`config.mk`:
```
export PLATFORM = sky130hd
export DESIGN_NAME = generic_sequential_divider
export DESIGN_NICKNAME = d
export VERILOG_FILES = /design/src/rtl/generic_sequential_divider.sv
export SDC_FILE = /design/constraint.sdc
export NUM_CORES = 1
export LEC_CHECK = 0
export ABC_AREA = 1
export CAP_MARGIN = 30
export CORE_MARGIN = 4
export CORE_UTILIZATION = 54
export DETAILED_ROUTE_END_ITERATION = 10
export PLACE_DENSITY = 0.79
export RECOVER_POWER = 50
export SYNTH_ARGS = -nofsm -noshare
export SYNTH_HDL_FRONTEND = slang
export SYNTH_SLANG_ARGS = --single-unit
```
`constraint.sdc`:
```
create_clock -name clk -period 1.9 [get_ports clk]
set_clock_uncertainty 0.05 [all_clocks]
set_input_delay 0.38 -clock clk [delete_from_list [all_inputs] [get_ports clk]]
set_output_delay 0.38 -clock clk [all_outputs]
set_load 0.05 [all_outputs]
```
`src/rtl/generic_sequential_divider.sv`:
```
// Unsigned N-bit restoring divider. Produces one quotient bit per clock and
// uses a start/busy/done handshake. Divide-by-zero finishes in a single cycle.
module generic_sequential_divider #(
   parameter int N = 8
) (
   input  logic         clk,
   input  logic         resetn,
   input  logic         start,
   input  logic [N-1:0] dividend,
   input  logic [N-1:0] divisor,
   output logic [N-1:0] quotient,
   output logic [N-1:0] remainder,
   output logic         busy,
   output logic         done,
   output logic         divByZero
);

   localparam int CW = $clog2(N + 1);
   localparam logic [CW-1:0] CNT_INIT = CW'(N);
   localparam logic [CW-1:0] CNT_ONE  = CW'(1);

   typedef enum logic [1:0] {
      S_IDLE,
      S_RUN,
      S_DONE
   } state_t;

   state_t        state_q, state_d;
   logic [N-1:0]  d_q, d_d;      // dividend bits shift out of the MSB, quotient bits shift in at the LSB
   logic [N-1:0]  v_q, v_d;
   logic [N:0]    r_q, r_d;
   logic [CW-1:0] cnt_q, cnt_d;
   logic [N-1:0]  quo_q, quo_d;
   logic [N-1:0]  rem_q, rem_d;
   logic          dbz_q, dbz_d;

   logic [N+1:0]  r_wide;
   logic [N+1:0]  trial;
   logic          no_borrow;
   logic [N:0]    r_step;
   logic [N-1:0]  d_step;

   // The subtraction carries one extra bit so its sign bit is the borrow flag.
   always_comb begin
      r_wide    = {r_q, d_q[N-1]};
      trial     = r_wide - {2'b00, v_q};
      no_borrow = ~trial[N+1];
      r_step    = no_borrow ? trial[N:0] : r_wide[N:0];
      d_step    = {d_q[N-2:0], no_borrow};
   end

   always_comb begin
      state_d = state_q;
      d_d     = d_q;
      v_d     = v_q;
      r_d     = r_q;
      cnt_d   = cnt_q;
      quo_d   = quo_q;
      rem_d   = rem_q;
      dbz_d   = dbz_q;

      case (state_q)
         S_IDLE, S_DONE: begin
            state_d = S_IDLE;
            if (start) begin
               if (divisor == '0) begin
                  state_d = S_DONE;
                  quo_d   = '1;
                  rem_d   = dividend;
                  dbz_d   = 1'b1;
               end else begin
                  state_d = S_RUN;
                  d_d     = dividend;
                  v_d     = divisor;
                  r_d     = '0;
                  cnt_d   = CNT_INIT;
               end
            end
         end
         S_RUN: begin
            d_d   = d_step;
            r_d   = r_step;
            cnt_d = cnt_q - CNT_ONE;
            if (cnt_q == CNT_ONE) begin
               state_d = S_DONE;
               quo_d   = d_step;
               rem_d   = r_step[N-1:0];
               dbz_d   = 1'b0;
            end
         end
         default: state_d = S_IDLE;
      endcase
   end

   always_ff @(posedge clk or negedge resetn) begin
      if (!resetn) begin
         state_q <= S_IDLE;
         d_q     <= '0;
         v_q     <= '0;
         r_q     <= '0;
         cnt_q   <= '0;
         quo_q   <= '0;
         rem_q   <= '0;
         dbz_q   <= 1'b0;
      end else begin
         state_q <= state_d;
         d_q     <= d_d;
         v_q     <= v_d;
         r_q     <= r_d;
         cnt_q   <= cnt_d;
         quo_q   <= quo_d;
         rem_q   <= rem_d;
         dbz_q   <= dbz_d;
      end
   end

   assign quotient  = quo_q;
   assign remainder = rem_q;
   assign divByZero = dbz_q;
   assign busy      = (state_q == S_RUN);
   assign done      = (state_q == S_DONE);

endmodule
```
; ---- Yosys cells after proc, flatten, opt, wreduce, memory -nomap -nowiden
; Cells that the tools add are included.
[op_classes]
add_sub_neg = 2
eq_ne = 7
n_mux = 26
n_bitwise = 2
reduce_logical = 7
[ops]
columns = cell, n
row1 = 8-bit two-way mux, 8
row2 = 8-bit one-hot mux with 2 select lines, 3
row3 = 9-bit two-way mux, 3
row4 = 9-bit one-hot mux with 2 select lines, 1
row5 = 10-bit by 8-bit subtractor with 10-bit output, 1
row6 = 8-bit zero test, 1
row7 = 4-bit two-way mux, 2
row8 = 4-bit one-hot mux with 2 select lines, 1
row9 = 2-bit two-way mux, 3
row10 = "2-bit inequality test, second input constant", 3
row11 = 3-bit AND reduction, 2
row12 = "4-bit by 1-bit equality test with 1-bit output, second input constant", 1
row13 = 2-bit one-hot mux with 2 select lines, 1
row14 = 4-bit AND reduction, 1
row15 = "4-bit by 1-bit subtractor with 4-bit output, second input constant", 1
row16 = 1-bit two-way mux, 3
row17 = "2-bit by 1-bit equality test with 1-bit output, second input constant", 1
row18 = "2-bit equality test, second input constant", 1
row19 = 2-bit zero test, 1
row20 = "2-bit by 1-bit inequality test with 1-bit output, second input constant", 1
row21 = 1-bit NOT, 2
row22 = 1-bit one-hot mux with 2 select lines, 1
row23 = 2-bit nonzero test, 1
row24 = 2-bit OR reduction, 1
[totals]
register_bits = 48
input_bits = 19
out_inout_bits = 19

; ---- Longest topological paths before layout
; Gate-level depths: netlist of run 1.
[depth]
word_depth = 4
depth_mapped = 14

; ---- Worst setup path after synthesis of run 1
; Ideal clock, no wire load.
[synth_path]
kind = register to register
from = register r_q[3]
to = register rem_q[2], in the netlist remainder[2]
setup_ps = 113
t_arrival_ps = 1590
required_time_ps = 1737
path_slack_ps = 148
stages_incl_launch_ff = 12
path_buffers = 0
cell_sequence = dfrtp_1 -> ha_1 -> a21oi_1 -> nand2_1 -> nand2_1 -> nand3_2 -> nand2_1 -> nand2_4 -> nand3_1 -> nand3_1 -> nand2_1 -> inv_1
[synth_via]
elab_chain_cells = 4
[synth_rtl]
columns = element, line
row1 = start: declaration, 31  ; logic [N:0] r_q, r_d;
row2 = start signal: assignment, 109  ; r_q <= r_d;
row3 = 10-bit by 8-bit subtractor with 10-bit output, 46  ; trial = r_wide - {2'b00, v_q};
row4 = 9-bit two-way mux, 48  ; r_step = no_borrow ? trial[N:0] : r_wide[N:0];
row5 = 8-bit two-way mux, 84  ; if (cnt_q == CNT_ONE) begin
row6 = 8-bit one-hot mux with 2 select lines, 62  ; case (state_q)
row7 = end signal: assignment, 112  ; rem_q <= rem_d;
row8 = end: declaration, 34  ; logic [N-1:0] rem_q, rem_d;
; Every way passes these cells. The select of a mux whose other input is x is not followed.
; A chain may end at the register's enable or synchronous reset.

; ---- Worst setup path after layout of run 1
; Ends and elaborated chain as after synthesis.

==> results.md, run 1 <==
* Outcome: complete, but fails checks
* Failing checks: negative setup slack
* Remaining global-route overflow at 0
* Placed cell areas at 0.00323 sq mm
* Hold path endpoint: cnt_q[3]
* Synth Area in XOR/XNOR at 1.34%
* Synthesized flop and latch total at 48
* RSZ-0062 raised after global routing: true
* Reg-to-reg slack, setup at -0.14 ns
* R2r endpoint: remainder[2]
* Synth top area cells: dfrtp_1, nand2_1, nand3_1, inv_1, ha_1
* Peak supply drop at 1.31 mV
* Max-cap violations at 0
* Mux cell area share after synthesis at 0%
* Post-route cell area at 0.00371 sq mm
* Syn Inst Count at 320
* Setup ws final at -0.138 ns
* R2R depth at 12
* Worst Tran Pin Value at 1.11 ns
* Rel. slew slack at 25.9%
* Io pins at 38
* H-tree depth at 2
* Ys async rst share at 100%
* Min cycle time layout at 2.04 ns
* Initial DRC count at 203
* CTS Buf Count at 5
* Register area share after synthesis at 45.8%
* Worst EP required at 2.11 ns
* CTS root buffer: clkbuf_8
* Synthesized cell area at 0.00262 sq mm
* Initial antenna violation count at 0
* Setup Slack @ Placement at -0.181 ns
* Critical path launch point type: flip-flop
* Yosys top cell area share at 45.8%
* Die Ht at 77.7 um
* PortBufs at 37
* Core area at 0.00472 sq mm
* Worst r2r src: r_q[3]
* Num Clock Sinks at 48
* CTS tree: built
* Routed vias/inst at 5.35
* Synth Area in Simple Gates at 26.5%
* Die width at 77.7 um
* Largest family of logic cells by synthesized area: simple AND/OR/NAND/NOR gates
* Residual DRC at 0
* Largest area contributor in the netlist: dfrtp_1
* WHS Path Cells at 1
* Final setup viols at 14
* First-pass GRT wire length at 9.96 mm
* Arr. time, crit path at 2.24 ns
* Core Util, Final at 78.6%
* Synth warn at 0
* Nets at 432
* Row count at 25
* Unique masters post-synth at 34
* Kind of critical path: flip-flop to flip-flop
* DR vias at 2516
* Post-synth top flop: dfrtp_1
* Syn_area_per_cell at 8.19 sq um
* Hold WC Path Type: flip-flop to flip-flop
* Routed WL per cell at 15.2 um
* Worst Hold Launch: cnt_q[3]
* Worst-path clk slew at 0.09 ns
* Final Hold Vio Count at 0
* Pleak at 0.00179 uW
* Fill count at 326
* Fin crit share at 107%
* Vias in the first global route at 2205
* Crit. End Element: flip-flop
* N_diodes at 0
* Synth Area in Compound Gates at 11.3%
* Detail Placement HPWL at 4.62 mm
* GP Congestion at 0.840
* WL final at 7.13 mm
* Number of synthesized flops with an enable pin at 0
* Adder-cell share of the synthesized area at 5.54%
* Max clock buf depth at 2
* Area Overhead vs Synth at 41.6%
* Fmax at 0.491 GHz
* Largest net degree at the start of global routing at 26
* Layout cell share with drive strength beyond 1 at 36.0%
* Clock insertion delay at the later pin of the skew report at 0.30 ns
* Initial Utilization at 55.5%
* Slew Limit Fails at 0
* Pwr Density at 2070 mW/mm^2
* ANT nets after route at 0
* Die ar. at 0.00603 sq mm
* Global Route Usage Sum at 20.7%
* CP max FO at 5
* Syn Nets at 350
* Drt pass-1 iters at 6
[per-layer routing]
metal | track usage (%) | up-vias | share of wire [%]
li1 | - | 1215 | -
met4 | 4.98 | 0 | 2.4
met2 | 35.7 | 95 | 53
met1 | 27.1 | 1180 | 39
met5 | 0 | - | 0
met3 | 3.48 | 26 | 5.2
[sequential cells by signal, indices dropped and copies added (netlist names)]
register / cells
cnt_q: 4
d_q: 8
divByZero: 1
quotient: 8
r_q: 9
remainder: 8
state_q: 2
v_q: 8
[area by class of cell]
type | instances | area (sq um) | share of cell area [%]
multi-input cells | 214 | 1450 | 38.9
inverters | 50 | 191 | 5.16
clock inverters | 3 | 47.5 | 1.28
repair buffers | 83 | 671 | 18.1
well taps | 67 | 83.8 | 2.26
clock buffers | 5 | 68.8 | 1.85
flip-flops and latches | 48 | 1200 | 32.5
[repair_timing]
action	CTS	global route
resized for setup	2	61
setup buffers	0	11
pin swaps	1	28
hold buffers	1	0
hold endpoints to repair	17	0
cloned	0	1
endpoints found under the setup margin	8	19
[through the flow]
step | std cells | TNS [ns] | power, uW | hold WS, ns
after floorplan | 320 | 0 | 4690 | 0.0344
after global placement | 449 | -0.977 | 5820 | 0.296
after detailed placement | 449 | -2.58 | 5970 | 0.298
after CTS | 458 | 0 | 6750 | 0.429
after global routing | 470 | -1.60 | 8220 | 0.458
final | 470 | -0.897 | 7680 | 0.427
[kinds of logic (layout without fill, tap and decap cells)]
kind of cell	count (synthesis)	after routing
AOI/OAI and AO/OA	51	51
xor gates and xnor gates	4	4
adders and majority gates	11	11
buffers and inverters	59	141
DFF	48	48
and+or+nand+nor	147	148
[layout by cell type (no fill, tap or decap), types with 2 or more instances in the layout]
master           instances
nand3_2                 19
nand4_1                  6
dfrtp_1                 45
clkbuf_1                 3
ha_1                     3
nand3_1                 21
xor2_1                   3
nand3_4                  3
nand2_1                 49
ha_4                     7
nand2_2                 14
clkinv_4                 2
clkbuf_8                 5
inv_1                   37
o21ai_0                  8
a21oi_2                  2
o211ai_1                 2
clkdlybuf4s50_1         17
nor2_1                  19
a21oi_1                 19
or2_2                    5
inv_2                   11
o22ai_1                  9
a31oi_1                  8
nand2_4                  4
buf_4                   59
dfrtp_2                  3
or2_0                    3
[worst max-delay path by stage]
stage / endpoint / startpoint / slack (ns) / cells past startpoint
finish: remainder[2] / r_q[3] / -0.14 / 12
global placement: remainder[0] / divisor[7] / -0.09 / 11
floorplan: remainder[2] / r_q[3] / 0.15 / 11
detailed placement: remainder[1] / divisor[6] / -0.18 / 11
CTS: remainder[7] / v_q[4] / 0.0002 / 14
global route: remainder[2] / r_q[3] / -0.17 / 10
[report_power, final]
group / leakage, uW / switching, uW / internal [uW]
registers: 0.000554 / 299 / 1490
logic: 0.00118 / 3180 / 1970
clock network: 0.0000583 / 353 / 396
[worst max-delay path: stages, from the launching register on]
cell,delay [ns]
dfrtp_1,0.44
ha_4,0.29
nand2_4,0.08
inv_2,0.04
nand2_1,0.06
nand2_1,0.06
nand2_2,0.10
nand4_1,0.26
nand2_2,0.28
nand3_2,0.14
nand3_2,0.09
nand2_2,0.06
inv_2,0.03
[Yosys cell counts, drive strengths merged (7+ instances only)]
master,count
nand2,66
ha,10
dfrtp,48
a31oi,8
or2,8
inv,49
a21oi,22
nor2,21
nand3,43
o22ai,9
buf,7
o21ai,9
Power figures use the tool's default switching activity.
==> run 2: changes to the inputs <==
--- a/config.mk
+++ b/config.mk
@@ -7,11 +7,13 @@
 export LEC_CHECK = 0
 export ABC_AREA = 1
 export CAP_MARGIN = 30
+export CORE_ASPECT_RATIO = 0.9
 export CORE_MARGIN = 4
 export CORE_UTILIZATION = 54
 export DETAILED_ROUTE_END_ITERATION = 10
 export PLACE_DENSITY = 0.79
 export RECOVER_POWER = 50
+export SKIP_LAST_GASP = 1
 export SYNTH_ARGS = -nofsm -noshare
 export SYNTH_HDL_FRONTEND = slang
 export SYNTH_SLANG_ARGS = --single-unit
==> run 2 against run 1 <==
Net effect:
- via count grew 1.6%
- final cell count decreased by 2.1%
- global-route usage grew 1.7 points
- clock-buffer cell count rose by 1
- flip-flop and latch count unchanged
- highest routed layer unchanged
- fmax is 6.4% higher
- die area is essentially flat
- non-clock buffer count shrank 6
- the flow still finishes with violations (negative setup slack)
- cell area down 3.1%
- worst setup slack improved by 0.12 ns
- wire length is 2.6% lower
- utilization is essentially flat
==> results.md, run 2 (same netlist as run 1, synthesis figures left out) <==
* Most common cell after layout, fill and taps aside: nand2_1
* Rel. slew slack at 21.0%
* Slowest stage delay, CP at 0.44 ns
* GP Congestion at 0.814
* Vias in the first global route at 2294
* Num Clock Sinks at 48
* CP max FO at 5
* Max-cap violations at 0
* Die Ht at 74.1 um
* Largest net degree at the start of global routing at 49
* Min cycle time layout at 1.91 ns
* Worst-path clk slew at 0.10 ns
* Initial Utilization at 57.3%
* WL final at 6.94 mm
* N_diodes at 0
* ANT nets after route at 0
* Fmax at 0.522 GHz
* Nets at 427
* Io pins at 38
* Worst EP required at 2.06 ns
* Slowest stage cell, crit path: dfrtp_2
* Area of the multi-input gates at 0.00142 sq mm
* Routed WL per cell at 15.1 um
* Failing checks: negative setup slack
* Arr. time, crit path at 2.08 ns
* Top reg by flops: r_q
* Fin crit share at 101%
* Die width at 81.4 um
* Crit. End Element: flip-flop
* Initial antenna violation count at 0
* Die ar. at 0.00603 sq mm
* Post-route cell area at 0.00360 sq mm
* Slew Limit Fails at 0
* Max reg flops at 9
* Fill count at 310
* Row count at 23
* RSZ-0062 raised after global routing: true
* Sequential Area at 0.00120 sq mm
* Initial DRC count at 250
* Core Util, Final at 78.6%
* CTS tree: built
* Clock insertion delay at the later pin of the skew report at 0.32 ns
* Global Route Usage Sum at 22.4%
* CTS Buf Count at 5
* Outcome: complete, but fails checks
* Hold WC Path Type: input port to asynchronous set/reset pin
* Cell Chain, Critical Path: ha_4 -> nand2_1 -> nor2_4 -> nand2_2 -> nand4_1 -> nand2_2 -> nand3_2 -> nand3_2 -> nand2_1 -> inv_1
* Worst Tran Pin Value at 1.19 ns
* Post-cts hold buffer count at 0
* First-pass GRT wire length at 10.2 mm
* Critical path launch point type: flip-flop
* Placed cell areas at 0.00317 sq mm
* PortBufs at 37
* Layout cell share with drive strength beyond 1 at 32.9%
* Routed vias/inst at 5.56
* Core area at 0.00458 sq mm
* H-tree depth at 2
* Residual DRC at 0
* Final setup viols at 1
* Detail Placement HPWL at 4.50 mm
* Max clock buf depth at 2
* Most frequent cells in the layout: nand2_1, buf_4, dfrtp_1
* Remaining global-route overflow at 0
* Kind of critical path: flip-flop to flip-flop
* DR vias at 2557
* CTS root buffer: clkbuf_8
* Setup ws final at -0.0144 ns
* Final Hold Vio Count at 0
* Drt pass-1 iters at 7
* Area Overhead vs Synth at 37.2%
-- run 2: cell types whose count changed in the layout (fill, tap and decap cells not counted), moves of 2 or more --
cell,change
inv_1,+3
nand3_4,-2
buf_4,-7
nand2_1,+5
nand3_2,+3
clkinvlp_4,+2
clkinv_4,-2
inv_2,-3
nand2_2,-5
-- run 2: timing repair --
action                     in CTS  in global routing
pin swaps                       1                 19
setup buffers                   2                 10
hold endpoints to repair        0                  0
setup endpoints to repair       9                 20
gates cloned                    0                  2
resized for setup               5                 49
-- run 2: layout make-up --
class / count / area share, %
flip-flops and latches: 48 / 33.5
multi-input cells: 215 / 39.4
clock inverters: 2 / 0.417
repair buffers: 77 / 16.9
clock buffers: 6 / 2.30
inverters: 50 / 5.32
well taps: 62 / 2.16
-- run 2: layer usage --
metal	global-route usage, %	up-vias	share of wire, %
met5	0	-	0
met4	8.07	0	3.2
met3	4.00	24	8.9
met2	36.5	131	47
met1	30.1	1193	41
li1	-	1209	-
-- run 2: path summary, 6_finish.rpt --
path	start	to	slack [ns]	cells after the start
worst min register to register	cnt_q[3]	cnt_q[3]	0.44	1
min in group clk	cnt_q[3]	cnt_q[3]	0.44	1
max in group asynchronous	resetn	r_q[0]	0.68	2
worst min-delay path	resetn	remainder[7]	0.33	2
worst max register to register	r_q[6]	remainder[6]	-0.01	10
worst max-delay path	r_q[6]	remainder[6]	-0.01	10
-- run 2: per-stage QoR --
step           std cells  setup TNS, ns  worst slack (ns)  hold slack [ns]
6_report             460        -0.0144           -0.0144            0.327
5_1_grt              460          -1.02            -0.128            0.423
3_3_place_gp         438          -1.12           -0.0994            0.413
2_1_floorplan        320              0             0.148           0.0344
4_1_cts              448              0           0.00815            0.123
3_5_place_dp         438          -2.30            -0.155            0.428
-- run 2: worst max-delay path: cells and delay by family (launching register included) --
| family | cells | cell delay [ns] |
|---|---|---|
| buffers and inverters | 1 | 0.04 |
| and+or+nand+nor | 8 | 0.99 |
| DFF | 1 | 0.44 |
| adders and majority gates | 1 | 0.28 |
Power of run 2 is left out: the tool's default activity adds up to more than one toggle a clock period on the data nets, which glitch-free logic cannot reach.
==> run 3: changes to the inputs <==
--- a/config.mk
+++ b/config.mk
@@ -8,7 +8,7 @@
 export ABC_AREA = 1
 export CAP_MARGIN = 30
 export CORE_ASPECT_RATIO = 0.9
-export CORE_MARGIN = 4
+export CORE_MARGIN = 3
 export CORE_UTILIZATION = 54
 export DETAILED_ROUTE_END_ITERATION = 10
 export PLACE_DENSITY = 0.79
==> run 3 against run 2 <==
Net effect:
- cell area up 5.1%
- utilization is 4.0 points higher
- hold slack gained 0.0086 ns
- critical endpoint is now remainder[0]
- the flow still finishes with violations (negative setup slack)
- critical path depth up 1
- final cell count rose by 1.1%
- die area shrank 5.1%
- clock-buffer cell count did not move
- register-to-register slack got worse by 0.10 ns
==> results.md, run 3 (same netlist as run 1, synthesis figures left out) <==
* Post-cts hold buffer count at 0
* Fill count at 287
* Setup Slack @ Placement at -0.171 ns
* Core area at 0.00458 sq mm
* RSZ-0062 raised after global routing: true
* Die width at 79.4 um
* Slew Limit Fails at 0
* CTS tree: built
* Initial DRC count at 188
* Kind of critical path: flip-flop to flip-flop
* Fin crit share at 106%
* GP Congestion at 0.854
* Rel. slew slack at 20.7%
* Min cycle time layout at 2.02 ns
* Largest net degree at the start of global routing at 49
* Worst Tran Pin Value at 1.19 ns
* PortBufs at 37
* Global Route Usage Sum at 22.4%
* Most common cell after layout, fill and taps aside: buf_4
* Most frequent cells in the layout: buf_4, nand2_1, dfrtp_1
* Row count at 23
* R2R depth at 11
* Failing checks: negative setup slack
* CTS Buf Count at 5
* CTS root buffer: clkbuf_8
* Area Overhead vs Synth at 44.3%
* ANT nets after route at 0
* Detail Placement HPWL at 4.44 mm
* Drt pass-1 iters at 5
* Nets at 432
* Outcome: complete, but fails checks
* Die Ht at 72.1 um
* Clock insertion delay at the later pin of the skew report at 0.31 ns
* Worst-path clk slew at 0.09 ns
* Top reg by flops: r_q
* Routed WL per cell at 16.1 um
* Initial antenna violation count at 0
* Num Clock Sinks at 48
* Layout cell share with drive strength beyond 1 at 36.5%
* Residual DRC at 0
* Critical path launch point type: flip-flop
* DR vias at 2612
* Die ar. at 0.00573 sq mm
* Max-cap violations at 0
* Arr. time, crit path at 2.18 ns
* Reg-to-reg slack, setup at -0.12 ns
* Fmax at 0.496 GHz
* Setup ws final at -0.117 ns
* Io pins at 38
* Routed vias/inst at 5.62
* Final setup viols at 16
* First-pass GRT wire length at 10.1 mm
* Initial Utilization at 57.3%
* R2r endpoint: remainder[0]
* Vias in the first global route at 2273
* Max reg flops at 9
* WL final at 7.47 mm
* Max clock buf depth at 2
* Worst r2r src: r_q[6]
* Hold WC Path Type: input port to asynchronous set/reset pin
* H-tree depth at 2
* CP max FO at 5
* N_diodes at 0
* Worst EP required at 2.06 ns
* Crit. End Element: flip-flop
* Remaining global-route overflow at 0
* Final Hold Vio Count at 0
[run 3: changes by cell type in the layout (fill, tap and decap cells not counted), moves of 2 or more]
cell | before | now
buf_4 | 52 | 58
buf_8 | 0 | 2
clkinvlp_4 | 2 | 0
inv_1 | 40 | 38
nand2_1 | 54 | 48
nand2_4 | 5 | 7
nand3_2 | 22 | 13
nand3_4 | 1 | 9
[run 3: how the worst max path moves through the flow]
stage	startpoint	endpoint	slack (ns)	cells past startpoint
after floorplan	r_q[3]	remainder[2]	0.15	11
after CTS	v_q[4]	remainder[0]	-0.02	14
final	r_q[6]	remainder[0]	-0.12	11
after detailed placement	divisor[7]	remainder[0]	-0.17	11
after global routing	r_q[6]	remainder[0]	-0.20	11
after global placement	divisor[7]	remainder[1]	-0.10	11
[run 3: metal layers]
metal | share of wire, % | routed length (um) | global-route usage [%] | up-vias
met3 | 7.2 | 535 | 4.09 | 21
met4 | 2.5 | 187 | 7.06 | 0
met1 | 40 | 2990 | 30.5 | 1226
met5 | 0 | 0 | 0 | -
li1 | - | - | - | 1217
met2 | 50 | 3750 | 36.7 | 148
[run 3: final cells by class]
| type | count | area [sq um] | area share (%) |
|---|---|---|---|
| multi-input cells | 213 | 1520 | 40.2 |
| flip-flops and latches | 48 | 1200 | 31.9 |
| repair buffers | 84 | 688 | 18.2 |
| inverters | 50 | 198 | 5.23 |
| clock buffers | 6 | 82.6 | 2.18 |
| well taps | 62 | 77.6 | 2.05 |
| clock inverters | 2 | 10.0 | 0.265 |
[run 3: worst max-delay path: stages (launching register included)]
cell     delay, ns
dfrtp_1       0.44
ha_4          0.32
nand2_4       0.06
nor2_4        0.17
nand3_4       0.13
nand4_1       0.24
nand2_8       0.08
buf_12        0.16
nand3_4       0.07
nand3_2       0.08
nand2_2       0.08
inv_1         0.04
[run 3: stage by stage]
stage	std cells	hold slack (ns)	cell area [sq um]	utilization, %	setup TNS [ns]
floorplan	320	0.0344	2620	-	0
global placement	437	0.335	3180	69.4	-1.34
detailed placement	437	0.335	3180	69.4	-2.48
CTS	445	0.00680	3310	72.4	-0.0451
global route	465	0.409	3780	82.7	-2.43
finish	465	0.336	3780	82.7	-1.03
[run 3: timing repair]
item,CTS,global route
setup endpoints to repair,10,20
pin swaps,0,24
setup buffers,0,20
gates resized for setup,7,79
gates cloned,0,0
Power of run 3 is left out for the same reason.
